File: src/rtl/draw_sched.sv
// draw_sched: per-frame display-list walker. Reads entries from a synchronous
// list ROM, decodes END / WAIT_FRAME locally and forwards every other opcode
// to the drawing engine over a valid/ready handshake.
module draw_sched #(
  parameter  int CORDW      = 16,
  parameter  int CIDXW      = 4,
  parameter  int LIST_ADDRW = 8,
  parameter  int LIST_LEN   = 256,
  localparam int ENTRY_W    = 8 + 4*CORDW
) (
  input  logic                    clk_sys,
  input  logic                    rst_sys,
  input  logic                    frame,
  input  logic                    enable,
  output logic                    list_rd,
  output logic [LIST_ADDRW-1:0]   list_addr,
  input  logic [ENTRY_W-1:0]      list_data,
  output logic                    cmd_valid,
  input  logic                    cmd_ready,
  output logic [3:0]              cmd_op,
  output logic [CIDXW-1:0]        cmd_colr,
  output logic signed [CORDW-1:0] cmd_x0,
  output logic signed [CORDW-1:0] cmd_y0,
  output logic signed [CORDW-1:0] cmd_x1,
  output logic signed [CORDW-1:0] cmd_y1,
  input  logic                    eng_busy,
  output logic                    busy,
  output logic                    done,
  output logic                    overrun
);

  localparam logic [3:0]            OP_END    = 4'h0;
  localparam logic [3:0]            OP_WAIT   = 4'hF;
  localparam logic [LIST_ADDRW-1:0] LAST_ADDR = LIST_ADDRW'(LIST_LEN - 1);

  typedef enum logic [2:0] {
    IDLE,
    FETCH,
    LOAD,
    ISSUE,
    WAITF,
    DRAIN
  } state_t;

  state_t                  state_reg, state_next;
  logic [LIST_ADDRW-1:0]   addr_reg, addr_next;
  logic                    overrun_reg, overrun_next;
  logic                    done_next;
  logic [3:0]              op_reg;
  logic [CIDXW-1:0]        colr_reg;
  logic signed [CORDW-1:0] x0_reg, y0_reg, x1_reg, y1_reg;

  logic [3:0] entry_op;
  logic       at_last;

  assign entry_op = list_data[3:0];
  assign at_last  = (addr_reg == LAST_ADDR);

  // Next-state, next-address and the frame-collision pulse.
  always_comb begin
    state_next   = state_reg;
    addr_next    = addr_reg;
    done_next    = 1'b0;
    overrun_next = frame && (state_reg == FETCH || state_reg == LOAD ||
                             state_reg == ISSUE || state_reg == DRAIN);
    case (state_reg)
      IDLE: begin
        // enable only matters here; a list already running always completes
        if (frame && enable) begin
          state_next = FETCH;
          addr_next  = '0;
        end
      end
      FETCH: state_next = LOAD;
      LOAD: begin
        if (entry_op == OP_END || (at_last && entry_op == OP_WAIT)) begin
          state_next = DRAIN;
        end else if (entry_op == OP_WAIT) begin
          state_next = WAITF;
        end else begin
          state_next = ISSUE;
        end
      end
      ISSUE: begin
        if (cmd_ready) begin
          // the last slot ends the list implicitly; the address never wraps
          if (at_last) begin
            state_next = DRAIN;
          end else begin
            state_next = FETCH;
            addr_next  = addr_reg + 1'b1;
          end
        end
      end
      WAITF: begin
        if (frame) begin
          if (at_last) begin
            state_next = DRAIN;
          end else begin
            state_next = FETCH;
            addr_next  = addr_reg + 1'b1;
          end
        end
      end
      DRAIN: begin
        if (!eng_busy) begin
          done_next  = 1'b1;
          state_next = IDLE;
        end
      end
      default: state_next = IDLE;
    endcase
  end

  // Control state, list pointer and overrun flag.
  always_ff @(posedge clk_sys) begin
    if (rst_sys) begin
      state_reg   <= IDLE;
      addr_reg    <= '0;
      overrun_reg <= 1'b0;
    end else begin
      state_reg   <= state_next;
      addr_reg    <= addr_next;
      overrun_reg <= overrun_next;
    end
  end

  // Command fields: captured from the entry in LOAD, held through ISSUE.
  always_ff @(posedge clk_sys) begin
    if (rst_sys) begin
      op_reg   <= '0;
      colr_reg <= '0;
      x0_reg   <= '0;
      y0_reg   <= '0;
      x1_reg   <= '0;
      y1_reg   <= '0;
    end else if (state_reg == LOAD) begin
      op_reg   <= list_data[3:0];
      colr_reg <= list_data[4 +: CIDXW];
      x0_reg   <= list_data[8 +: CORDW];
      y0_reg   <= list_data[8 + CORDW +: CORDW];
      x1_reg   <= list_data[8 + 2*CORDW +: CORDW];
      y1_reg   <= list_data[8 + 3*CORDW +: CORDW];
    end
  end

  assign list_rd   = (state_reg == FETCH);
  assign list_addr = addr_reg;
  assign cmd_valid = (state_reg == ISSUE);
  assign busy      = (state_reg != IDLE);
  // done must coincide with the first idle-engine cycle seen in DRAIN
  assign done      = done_next;
  assign overrun   = overrun_reg;
  assign cmd_op    = op_reg;
  assign cmd_colr  = colr_reg;
  assign cmd_x0    = x0_reg;
  assign cmd_y0    = y0_reg;
  assign cmd_x1    = x1_reg;
  assign cmd_y1    = y1_reg;

endmodule

File: config.mk
export PLATFORM = sky130hd
export DESIGN_NAME = draw_sched
export DESIGN_NICKNAME = d
export VERILOG_FILES = /design/src/rtl/draw_sched.sv
export SDC_FILE = /design/constraint.sdc
export NUM_CORES = 1
export LEC_CHECK = 0
export CAP_MARGIN = 20
export CORE_UTILIZATION = 35
export DETAILED_ROUTE_END_ITERATION = 10
export GPL_TIMING_DRIVEN = 0
export PLACE_DENSITY_LB_ADDON = 0.08
export REMOVE_ABC_BUFFERS = 1
export SETUP_SLACK_MARGIN = 0.2
export SYNTH_ARGS = -nofsm -noshare
export SYNTH_HDL_FRONTEND = slang
export SYNTH_SLANG_ARGS = --single-unit
File: constraint.sdc
create_clock -name clk_sys -period 3.8 [get_ports clk_sys]
set_input_delay 0.57 -clock clk_sys [delete_from_list [all_inputs] [get_ports clk_sys]]
set_output_delay 0.57 -clock clk_sys [all_outputs]
set_load 0.03 [all_outputs]
==> results.toml <==
[clock_network]
cts_tree = "yes"
cts_max_path_buffers = 2
cts_setup_buffers = 0
clock-sinks = 84
clk_pin_slew_ns = 0.08
ctsHtreeMaxLevel = 3
clock_latency_ns = 0.34
ctsHoldBuffers = 0
ctsRootBufferMaster = "clkbuf_8"
cts_buffers = 9
ctsResizeCount = 0

[synthesis]
synth_area_leaders = "dfxtp_1 (52%), nand2_1 (18%), a21oi_1 (13%), buf_2 (2.5%), clkbuf_1 (1.3%)"
yosysTopAreaCell = "dfxtp_1"
syn_area_um2 = 3220
ys_warn_count = 0
yosysSeqAreaShare_pct = 52.2
ys_types = 36
synth-seq-cells = 84
synth_top_area_share_pct = 52.2
syn_area_per_cell_um2 = 7.86
syn_inst = 410

[run]
maxCapViolCount = 0

[sta]
max_freq_ghz = 0.390
skew_ns = 0.00858
finalHoldViolCount = 0
worstMarginPinSlew_ns = 0.880
period_needed_ns = 2.56
min_period_over_period_pct = 67.4
slew_headroom_pct = 40.9
setup_ws_ns = 1.24
drv_slew = 0
setup_viol = 0
rsz0062_at_grt = "false"

[final_layout]
finish.net_count = 636
n_antenna_cell = 0
final_layout_size_suffix_gt1_share_pct = 3.56
multiInputGateArea_um2 = 1400
fillers = 836
final_common_cell = "clkdlybuf4s50_1"
final_cell_mix = "clkdlybuf4s50_1 (161), nand2_1 (150), dfxtp_1 (84)"
area_growth_pct = 58.9
regArea_um2 = 1680
final_util_pct = 58.1

[critical_path]
reg2reg_depth = 5
worstSetupEndpointType = "output port"
r2r_end = "cmd_y1[6]"
crit_slowest_cell = "clkdlybuf4s50_1"
crit_end = "done"
crit_chain = "nor2b_1 -> and2_1 -> clkdlybuf4s50_1"
start_kind = "flip-flop"
crit_fanout = 13
required_ns = 3.23
criticalPathCategory = "flip-flop to output port"
cp.arrival_ns = 1.99
rr_startpoint = "state_reg[1]"
critPathLaunch = "state_reg[2]"
regToRegSetupSlack_ns = 1.75
slowest_delay_ns = 0.66

[pwr]
p_leak_uw = 0.00174
peakVddDrop_v = 0.000273
intPower_uw = 1970
seq_power_share_pct = 36.6
power.share.clock_pct = 23.9
powerDensity_nw_per_um2 = 607
power_switching_share_pct = 36.6
p_switching_uw = 1140
comb_power_share_pct = 39.5

[global_route]
grt_usage_pct = 18.6
grt_overflow = 0
grt_pass1_wl_um = 14600
grt_pass1_vias = 3054
grt_max_degree = 80
antenna_found_initial = 0

[die]
die_w_um = 97.9
dieArea_um2 = 9590
dieHeight_um = 97.9
start_util_pct = 36.6
boundaryPins = 163
fp-row-count = 34
core_region_area_um2 = 8810

[placement]
portBuffers = 162
gp_congestion = 0.790
place_hpwl_um = 5920
pre_cts_ws_ns = 1.26

[detailed_routing]
drtIter0Drc = 123
drcViolationCount = 8
drt_wl_total_um = 8900
via_count = 3251
viasPerCell = 4.85
antenna_left = 0
firstDrtPassIters = 7
wl_per_cell_um = 13.3

[status]
violations = "DRC"
status = "finished with violations"

[worst_hold_path]
min_path_cells = 2
hold_class = "flip-flop to flip-flop"
[worst min-delay path by stage]
stage                     start          end  slack [ns]
finish                cmd_x0[7]    cmd_x0[7]        0.45
detailed placement    cmd_x0[7]    cmd_x0[7]        0.45
CTS                   cmd_x1[4]    cmd_x1[4]        0.46
global route          cmd_x1[2]    cmd_x1[2]        0.47
floorplan           cmd_colr[0]  cmd_colr[0]        0.58
global placement      cmd_x0[6]    cmd_x0[6]        0.44
[synth_stat cells (all sizes together)]
library cell	count
o41ai	2
or4	2
nor2b	5
o21a	2
nor3b	3
ha	1
nand2b	2
o32ai	1
clkbuf	11
o211ai	1
nand2	151
nor2	4
nand3	4
a211oi	1
buf	17
a22oi	1
o311ai	1
nand4bb	1
o21ai	4
nor3	7
or3b	1
dfxtp	84
inv	4
a21oi	82
and4	2
mux2i	1
and2	4
nor4bb	1
a21o	1
o31ai	2
o21ba	1
a2bb2oi	1
nand4b	1
nor4	2
or3	2
[power groups by stage]
stage               clock network (µW)  registers [µW]  logic, µW
finish                             743            1140       1230
floorplan                            0            1430        407
global route                       812            1160       1330
global placement                     0            1150       1210
detailed placement                   0            1160       1240
CTS                                767            1140       1240
[worst max-delay path, delay by kind of cell (launching register included)]
family	cells	cell delay, ns
AND/OR/NAND/NOR	2	0.41
flip-flops	1	0.58
buffers and inverters	1	0.66
[final cells by class]
type                            count  share of cell area, %
Sequential cell                    84                   32.9
Timing Repair Buffer              164                   32.4
Multi-Input combinational cell    294                   27.3
Tap cell                          108                   2.64
Clock buffer                       11                   2.57
Clock inverter                      5                   1.96
Inverter                            4                  0.293
[metal layers]
layer / vias to the layer above / routed length [µm] / global-route usage, % / share of wire (%)
met1: 1481 / 3970 / 23.3 / 45
met3: 8 / 807 / 7.52 / 9.1
met4: 0 / 93 / 5.71 / 1.0
met2: 108 / 4030 / 29.3 / 45
li1: 1654 / - / - / -
met5: - / 0 / 0 / 0
[stage by stage]
step | setup TNS [ns] | instances | cell area [µm²] | hold WS, ns | total power, µW
2_1_floorplan | 0 | 382 | 3090 | 0.578 | 1840
3_3_place_gp | -0.313 | 652 | 4840 | 0.441 | 2360
3_5_place_dp | 0 | 654 | 4890 | 0.446 | 2390
4_1_cts | 0 | 670 | 5120 | 0.457 | 3150
5_1_grt | 0 | 670 | 5120 | 0.474 | 3300
6_report | 0 | 670 | 5120 | 0.454 | 3110
[logic make-up after synthesis]
kind of cell / after synthesis / share of synthesized area [%]
AO/OA/AOI/OAI: 100 / 16.9
adder cells (fa/ha/maj): 1 / 0.388
buffers and inverters: 32 / 4.58
flip-flops: 84 / 52.2
multiplexers: 1 / 0.311
AND/OR/NAND/NOR: 192 / 25.6
(Power assumes the default switching activity.)
